$ cat config.mk
export PLATFORM = sky130hd
export DESIGN_NAME = approx_err_monitor_flat
export DESIGN_NICKNAME = d
export VERILOG_FILES = /design/src/rtl/approx_err_monitor_if.sv /design/src/rtl/approx_err_monitor.sv /design/src/flat_wrapper.sv
export SDC_FILE = /design/constraint.sdc
export NUM_CORES = 1
export LEC_CHECK = 0
export CORE_MARGIN = 4
export CORE_UTILIZATION = 30
export DETAILED_ROUTE_END_ITERATION = 6
export HOLD_SLACK_MARGIN = 0.08
export PLACE_DENSITY = 0.47
export SLEW_MARGIN = 20
export SYNTH_ARGS = -nofsm -noshare
export SYNTH_HDL_FRONTEND = slang
export SYNTH_SLANG_ARGS = --single-unit
$ cat constraint.sdc
create_clock -name clk -period 9.6 [get_ports clk]
set_clock_uncertainty 0.2 [all_clocks]
set_input_delay 2.4 -clock clk [delete_from_list [all_inputs] [get_ports clk]]
set_output_delay 2.4 -clock clk [all_outputs]
set_load 0.03 [all_outputs]
$ cat src/rtl/approx_err_monitor_if.sv
// Sample/report bundle between the approximate adder path and its error monitor.
// The slave modport is the monitor; the master modport is the producer/consumer side.
interface approx_err_monitor_if #(
  parameter int N  = 32,
  parameter int CW = 7
) ();
  logic          in_valid;
  logic          in_ready;
  logic [N-1:0]  in_a;
  logic [N-1:0]  in_b;
  logic [N-1:0]  in_sum;
  logic [CW-1:0] thr_cnt;
  logic          rpt_valid;
  logic          rpt_ready;
  logic [CW-1:0] rpt_err_cnt;
  logic [N+CW-1:0] rpt_err_sum;
  logic [N-1:0]  rpt_max_err;
  logic          exact_req;

  modport slave (
    input  in_valid, in_a, in_b, in_sum, thr_cnt, rpt_ready,
    output in_ready, rpt_valid, rpt_err_cnt, rpt_err_sum, rpt_max_err, exact_req
  );

  modport master (
    output in_valid, in_a, in_b, in_sum, thr_cnt, rpt_ready,
    input  in_ready, rpt_valid, rpt_err_cnt, rpt_err_sum, rpt_max_err, exact_req
  );
endinterface

$ cat src/rtl/approx_err_monitor.sv
// Error-statistics monitor for the truncated approximate adder: accumulates per-window error
// count, sum and maximum, reports once per WIN samples and requests exact mode on too many errors.
module approx_err_monitor #(
  parameter int N   = 32,
  parameter int WIN = 64,
  localparam int CW = $clog2(WIN + 1)
) (
  input  logic                 clk,
  input  logic                 rst,
  approx_err_monitor_if.slave  bus
);

  typedef enum logic [0:0] {
    ST_ACCUM  = 1'b0,
    ST_REPORT = 1'b1
  } state_t;

  localparam logic [CW-1:0] LAST_CNT = CW'(WIN - 1);

  state_t          state_r;
  state_t          state_nxt_s;
  logic [CW-1:0]   smp_cnt_r;
  logic [CW-1:0]   err_cnt_r;
  logic [N+CW-1:0] err_sum_r;
  logic [N-1:0]    max_err_r;
  logic [CW-1:0]   rpt_err_cnt_r;
  logic [N+CW-1:0] rpt_err_sum_r;
  logic [N-1:0]    rpt_max_err_r;
  logic            exact_req_r;

  logic [N-1:0]    err_s;
  logic            accept_s;
  logic            last_s;
  logic            rpt_done_s;
  logic [CW-1:0]   err_cnt_nxt_s;
  logic [N+CW-1:0] err_sum_nxt_s;
  logic [N-1:0]    max_err_nxt_s;

  // Carry-out of a+b is dropped by the N-bit result, so an identically wrapped sum gives 0.
  function automatic logic [N-1:0] calc_err(input logic [N-1:0] a, input logic [N-1:0] b,
                                            input logic [N-1:0] s);
    return a + b - s;
  endfunction

  // Handshake decode and the accumulator values after including the current sample.
  always_comb begin
    err_s         = calc_err(bus.in_a, bus.in_b, bus.in_sum);
    accept_s      = (state_r == ST_ACCUM) && bus.in_valid;
    last_s        = accept_s && (smp_cnt_r == LAST_CNT);
    rpt_done_s    = (state_r == ST_REPORT) && bus.rpt_ready;
    err_cnt_nxt_s = err_cnt_r + {{(CW-1){1'b0}}, (err_s != {N{1'b0}})};
    err_sum_nxt_s = err_sum_r + {{CW{1'b0}}, err_s};
    if (err_s > max_err_r) begin
      max_err_nxt_s = err_s;
    end else begin
      max_err_nxt_s = max_err_r;
    end
  end

  // State register.
  always_ff @(posedge clk) begin
    if (rst) begin
      state_r <= ST_ACCUM;
    end else begin
      state_r <= state_nxt_s;
    end
  end

  // Next-state logic.
  always_comb begin
    state_nxt_s = state_r;
    case (state_r)
      ST_ACCUM: begin
        if (last_s) begin
          state_nxt_s = ST_REPORT;
        end else begin
          state_nxt_s = ST_ACCUM;
        end
      end
      ST_REPORT: begin
        if (rpt_done_s) begin
          state_nxt_s = ST_ACCUM;
        end else begin
          state_nxt_s = ST_REPORT;
        end
      end
      default: state_nxt_s = ST_ACCUM;
    endcase
  end

  // Window accumulators, report registers and the exact-mode request.
  always_ff @(posedge clk) begin
    if (rst) begin
      smp_cnt_r     <= {CW{1'b0}};
      err_cnt_r     <= {CW{1'b0}};
      err_sum_r     <= {(N+CW){1'b0}};
      max_err_r     <= {N{1'b0}};
      rpt_err_cnt_r <= {CW{1'b0}};
      rpt_err_sum_r <= {(N+CW){1'b0}};
      rpt_max_err_r <= {N{1'b0}};
      exact_req_r   <= 1'b0;
    end else begin
      if (rpt_done_s) begin
        smp_cnt_r <= {CW{1'b0}};
        err_cnt_r <= {CW{1'b0}};
        err_sum_r <= {(N+CW){1'b0}};
        max_err_r <= {N{1'b0}};
      end else if (accept_s) begin
        smp_cnt_r <= smp_cnt_r + {{(CW-1){1'b0}}, 1'b1};
        err_cnt_r <= err_cnt_nxt_s;
        err_sum_r <= err_sum_nxt_s;
        max_err_r <= max_err_nxt_s;
      end
      // The closing sample is folded into the report directly, not via the accumulators.
      if (last_s) begin
        rpt_err_cnt_r <= err_cnt_nxt_s;
        rpt_err_sum_r <= err_sum_nxt_s;
        rpt_max_err_r <= max_err_nxt_s;
        exact_req_r   <= (err_cnt_nxt_s > bus.thr_cnt);
      end
    end
  end

  assign bus.in_ready    = (state_r == ST_ACCUM);
  assign bus.rpt_valid   = (state_r == ST_REPORT);
  assign bus.rpt_err_cnt = rpt_err_cnt_r;
  assign bus.rpt_err_sum = rpt_err_sum_r;
  assign bus.rpt_max_err = rpt_max_err_r;
  assign bus.exact_req   = exact_req_r;

endmodule

$ cat src/flat_wrapper.sv
// flat-port wrapper written by rule: the top's interface ports become plain ports
module approx_err_monitor_flat 
#(
  parameter int N   = 32,
  parameter int WIN = 64,
  localparam int CW = $clog2(WIN + 1)
)
  (clk, rst, bus_in_valid, bus_in_a, bus_in_b, bus_in_sum, bus_thr_cnt, bus_rpt_ready, bus_in_ready, bus_rpt_valid, bus_rpt_err_cnt, bus_rpt_err_sum, bus_rpt_max_err, bus_exact_req);
  approx_err_monitor_if #(.N(N), .CW(($clog2(WIN + 1)))) bus_i ();
  input  logic clk;
  input  logic rst;
  input wire logic [$bits(bus_i.in_valid)-1:0] bus_in_valid;
  input wire logic [$bits(bus_i.in_a)-1:0] bus_in_a;
  input wire logic [$bits(bus_i.in_b)-1:0] bus_in_b;
  input wire logic [$bits(bus_i.in_sum)-1:0] bus_in_sum;
  input wire logic [$bits(bus_i.thr_cnt)-1:0] bus_thr_cnt;
  input wire logic [$bits(bus_i.rpt_ready)-1:0] bus_rpt_ready;
  output wire logic [$bits(bus_i.in_ready)-1:0] bus_in_ready;
  output wire logic [$bits(bus_i.rpt_valid)-1:0] bus_rpt_valid;
  output wire logic [$bits(bus_i.rpt_err_cnt)-1:0] bus_rpt_err_cnt;
  output wire logic [$bits(bus_i.rpt_err_sum)-1:0] bus_rpt_err_sum;
  output wire logic [$bits(bus_i.rpt_max_err)-1:0] bus_rpt_max_err;
  output wire logic [$bits(bus_i.exact_req)-1:0] bus_exact_req;
  assign bus_i.in_valid = bus_in_valid;
  assign bus_i.in_a = bus_in_a;
  assign bus_i.in_b = bus_in_b;
  assign bus_i.in_sum = bus_in_sum;
  assign bus_i.thr_cnt = bus_thr_cnt;
  assign bus_i.rpt_ready = bus_rpt_ready;
  assign bus_in_ready = bus_i.in_ready;
  assign bus_rpt_valid = bus_i.rpt_valid;
  assign bus_rpt_err_cnt = bus_i.rpt_err_cnt;
  assign bus_rpt_err_sum = bus_i.rpt_err_sum;
  assign bus_rpt_max_err = bus_i.rpt_max_err;
  assign bus_exact_req = bus_i.exact_req;
  approx_err_monitor #(.N(N), .WIN(WIN)) u_core (.clk(clk), .rst(rst), .bus(bus_i));
endmodule
Yosys cells after proc, flatten, opt, wreduce, memory -nomap -nowiden --
Index checks and enable logic that the tools add are counted.
Cells by class: bitwise logic cells 1, reduce and logical (&&, ||, !) cells 5, add/sub/neg operators 5, $lt $le $gt $ge 2, mux-type cells 4, equal/unequal tests 1
Operators by type and width (count):
- 39-bit by 32-bit adder with 39-bit output | 1
- 32-bit adder | 1
- 32-bit greater-than comparator | 1
- 32-bit two-way mux | 1
- 32-bit nonzero test | 1
- 32-bit subtractor | 1
- 7-bit by 1-bit adder with 7-bit output | 1
- 7-bit by 1-bit adder with 7-bit output, second input constant | 1
- 7-bit by 6-bit == test with 1-bit output, second input constant | 1
- 7-bit greater-than comparator | 1
- 1-bit logical AND | 3
- 1-bit two-way mux | 2
- 1-bit case mux with 2 select lines | 1
- 2-bit OR reduction | 1
- 1-bit inverter | 1
Word-level totals: output and inout bits 81, input bits 107, word-level logic and storage cells 27, register bits after elaboration 165

Logic depth before layout (Yosys ltp) --
depth in word-level cells 5, depth in mapped cells 27, depth with buffers taken out 27

Least setup slack after synthesis --
Ideal clock, no wire load.
path type input to register, start point input port bus_in_b[1], end point register u_core.exact_req_r, in the netlist u_core.bus.exact_req, arrival time 7.507 ns, cell stages on the path 24, path slack 1.761 ns, path buffers 0, data required time 9.268 ns, setup time 0.132 ns, cells stage by stage inv_1 fa_1 fa_1 nand2b_1 a21oi_1 nor3_2 xnor2_1 or4_1 or4_1 or4_1 or4_1 nor4_1 nand4b_1 ha_1 ha_1 nand3_1 xnor2_1 ha_1 a21oi_1 o21ai_0 a21oi_1 nor2b_1 o221ai_1 a21oi_1
On the way: longest elaborated chain between the ends 5
RTL lines:
- start: declaration | RTL line flat_wrapper.sv:14 | input wire logic [$bits(bus_i.in_b)-1:0] bus_in_b;
- 32-bit adder | RTL line approx_err_monitor.sv:42 | return a + b - s;
- 32-bit subtractor | RTL line approx_err_monitor.sv:42
- 32-bit nonzero test | RTL line approx_err_monitor.sv:51 | err_cnt_nxt_s = err_cnt_r + {{(CW-1){1'b0}}, (err_s != {N{1'b0}})};
- 7-bit by 1-bit adder with 7-bit output | RTL line approx_err_monitor.sv:51
- named net u_core.err_cnt_nxt_s[4] | RTL line approx_err_monitor.sv:35 | logic [CW-1:0] err_cnt_nxt_s;
- 7-bit greater-than comparator | RTL line approx_err_monitor.sv:119 | exact_req_r <= (err_cnt_nxt_s > bus.thr_cnt);
- end signal: assignment | RTL line approx_err_monitor.sv:119
- end: declaration | RTL line approx_err_monitor.sv:29 | logic exact_req_r;
The timed path passes the listed nets, and every way through them passes these cells. A chain may end at the register's enable or synchronous reset.

Worst setup path in the final report --
Same ends and word-level chain as after synthesis.

==> run metrics <==
DRC viols 0; CTS H-tree lvls 4; top_reg_cell synth dfxtp_1; outcome finished clean; layout cell share with drive strength beyond 1 ~4.7%; Clock Tree Buf Depth 2; max-slew violation count 0; DP Wirelength roughly 26,000 microns; Ys Warns 0; Worst path max stage delay around 600 ps; Post-Syn Area roughly 12,000 sq um; cts bufs inserted 17; post-CTS sizing 0; Critical Path End Type register; Critical Path Most Common Cell ha_1; crit-path max FO 5; share of the synthesized area in the top cell type 28.1%; Final min period about 8500 ps; final hold vios 0; post-synth net total 1,749; Worst-path clk slew ~70 ps; placed cell areas ~14,000 sq um; family with the most delay on the worst path simple AND/OR/NAND/NOR gates; Worst-Skew Late Latency roughly 440 ps; num rows 72; RSZ-0062 raised after global routing false; routability cong. about 0.80; Async SR Flop Fraction 0%; CTS root buf clkbuf_16; commonest non-fill, non-tap cell in the layout nand2_1; Worst VDD drop ~180 uV; total power about 0.0037 W; synth top area cells dfxtp_1 28%, ha_1 11%, a21oi_1 6.8%, nand2_1 6.7%, inv_1 5.7%; P per Cell Area around 250 nW/um^2; TritonCTS clock tree built; Area growth, synth to finish 26.1%; Initial Utilization a little under a third; largest net degree at the start of global routing a little under 80; post-route ant nets 0; #FFs+latches synth 165; vias in the first global route ~10,000; EDFF count, synth 0; total number of vias 10,600; FF-to-FF setup slack around 5800 ps; die width just over 200 microns; syn avg cell area between 7 and 8 sq um; n_diodes 0; DR vias/cell between 4 and 5; Worst path slowest cell or4_1; Placeable Area between 30,000 and 40,000 sq um; Lkg Pwr 6.27 nW; achievable frequency approximately 120 MHz; final setup fails 0; period utilization between 80 and 90%; initial antenna violation count 0; fillers 4,046; Slew @ Worst Pin ~950 ps; final instance area approximately 15,000 sq um; drt wl/cell ~15 microns; Max-Cap Viols 0; Post-Route WL 33,900 microns; Die ar. approximately 42,000 sq um; first-pass GRT wire length around 55,000 microns; worst path required time ~9700 ps; DIE HEIGHT just over 200 microns; Mapped Cells 1,504; initial drt markers ~470; setup_tns 0 ps; Startpoint Class input port; number of setup buffers added after CTS 0; WP buf/inv 3; Cell Count, Final, Fillers Out ~2,200; HP Class reg2reg; clock sinks approximately 170; slew margin rel. 36.9%; Inst Count DP 2,160; Yosys cell types 60; Initial DRT Pass Iterations 4; global route overflow 0; hold_buf cts 0; Total Routing Usage GR between 10% and 20%; Seq/Total Area, Yosys 28.1%; Port Buffer Count between 150 and 200; nets ~1,900; area leader, netlist dfxtp_1; Worst Path Arrival 8640 ps; most frequent cells in the layout 209 x nand2_1, 186 x clkdlybuf4s50_1, 178 x inv_1, 165 x dfxtp_1, 158 x a21oi_1; I/O pin cnt 188; kind of critical path in2reg
==> cells in the mapped netlist, drive strengths merged, types with 6 or more instances <==
master / number
or4: 12
a21o: 61
or3: 14
a311oi: 7
xnor2: 47
and3: 10
ha: 106
o21bai: 11
nand4: 23
nor3: 10
o21ai: 43
a21oi: 159
buf: 11
o21a: 6
and2: 6
a211o: 6
xor2: 27
nor4: 7
dfxtp: 165
a31oi: 15
nand3: 34
clkbuf: 64
fa: 32
o211ai: 10
inv: 178
mux2i: 29
nor2b: 9
nand2b: 12
nor2: 88
a211oi: 44
nand2: 209
==> through the flow <==
stage / setup slack (ps) / hold WS, ps / utilization [%]
floorplan: 1760 / 236 / -
global placement: 658 / 243 / 36.8
detailed placement: 609 / 247 / 36.8
CTS: 1070 / 259 / 38.3
global route: 558 / 270 / 38.3
finish: 1050 / 255 / 38.3
==> power by group <==
group | internal (W) | switching, W | leakage [nW]
Combinational | 0.000859 | 0.00125 | 4.64
Clock | 0.000401 | 0.000313 | 0.287
Sequential | 0.000785 | 0.0000666 | 1.34
==> cell families (layout without fill, tap and decap cells) <==
logic type	count (synthesis)	in the layout	synth area share (%)
adders and majority gates	138	138	16.8
AOI/OAI and AO/OA	391	391	21.0
muxes	31	31	2.66
and+or+nand+nor	452	452	17.7
DFF	165	165	28.1
buffers and inverters	253	423	8.09
xor gates and xnor gates	74	74	5.59
==> layout make-up <==
cell class | count | area, sq um | area share, %
multi-input cells | 1086 | 7520 | 50.8
flip-flops and latches | 165 | 3300 | 22.3
repair buffers | 213 | 2070 | 14.0
inverters | 178 | 668 | 4.51
well taps | 518 | 648 | 4.38
clock buffers | 19 | 453 | 3.06
clock inverters | 13 | 145 | 0.980
==> worst reg2reg max path, stage by stage (launching register included) <==
cell	delay, ps
dfxtp_1	330
ha_1	180
fa_1	210
a21o_1	120
a21oi_1	100
o21ai_0	300
nor4b_1	550
o211ai_1	230
nand2_1	180
a31oi_1	210
o21a_1	380
or4_1	510
a311oi_1	240
==> registers in the layout, summed over array words and instances (netlist names) <==
signal / cells
u_core.bus.rpt_err_cnt: 7
u_core.bus.rpt_valid: 1
u_core.err_sum_r: 39
u_core.err_cnt_r: 7
u_core.bus.rpt_max_err: 32
u_core.max_err_r: 32
u_core.bus.exact_req: 1
u_core.bus.rpt_err_sum: 39
u_core.smp_cnt_r: 7
==> worst paths after layout <==
| path | from | to | cells after the start |
|---|---|---|---|
| worst max-delay path | bus_in_b[1] | u_core.bus.exact_req | 26 |
| worst max register to register | u_core.err_sum_r[0] | u_core.bus.rpt_err_sum[38] | 12 |
| worst min register to register | u_core.bus.rpt_err_sum[18] | u_core.bus.rpt_err_sum[18] | 2 |
| worst min-delay path | u_core.bus.rpt_err_sum[18] | u_core.bus.rpt_err_sum[18] | 2 |
==> layer usage <==
layer,up-vias,GRT usage (%),part of all wire [%]
met4,0,3.90,1.1
met1,4928,22.6,50
li1,5478,-,-
met5,-,0,0
met2,198,25.5,44
met3,22,2.77,4.6
No activity file was read; power rests on OpenSTA's default activity.
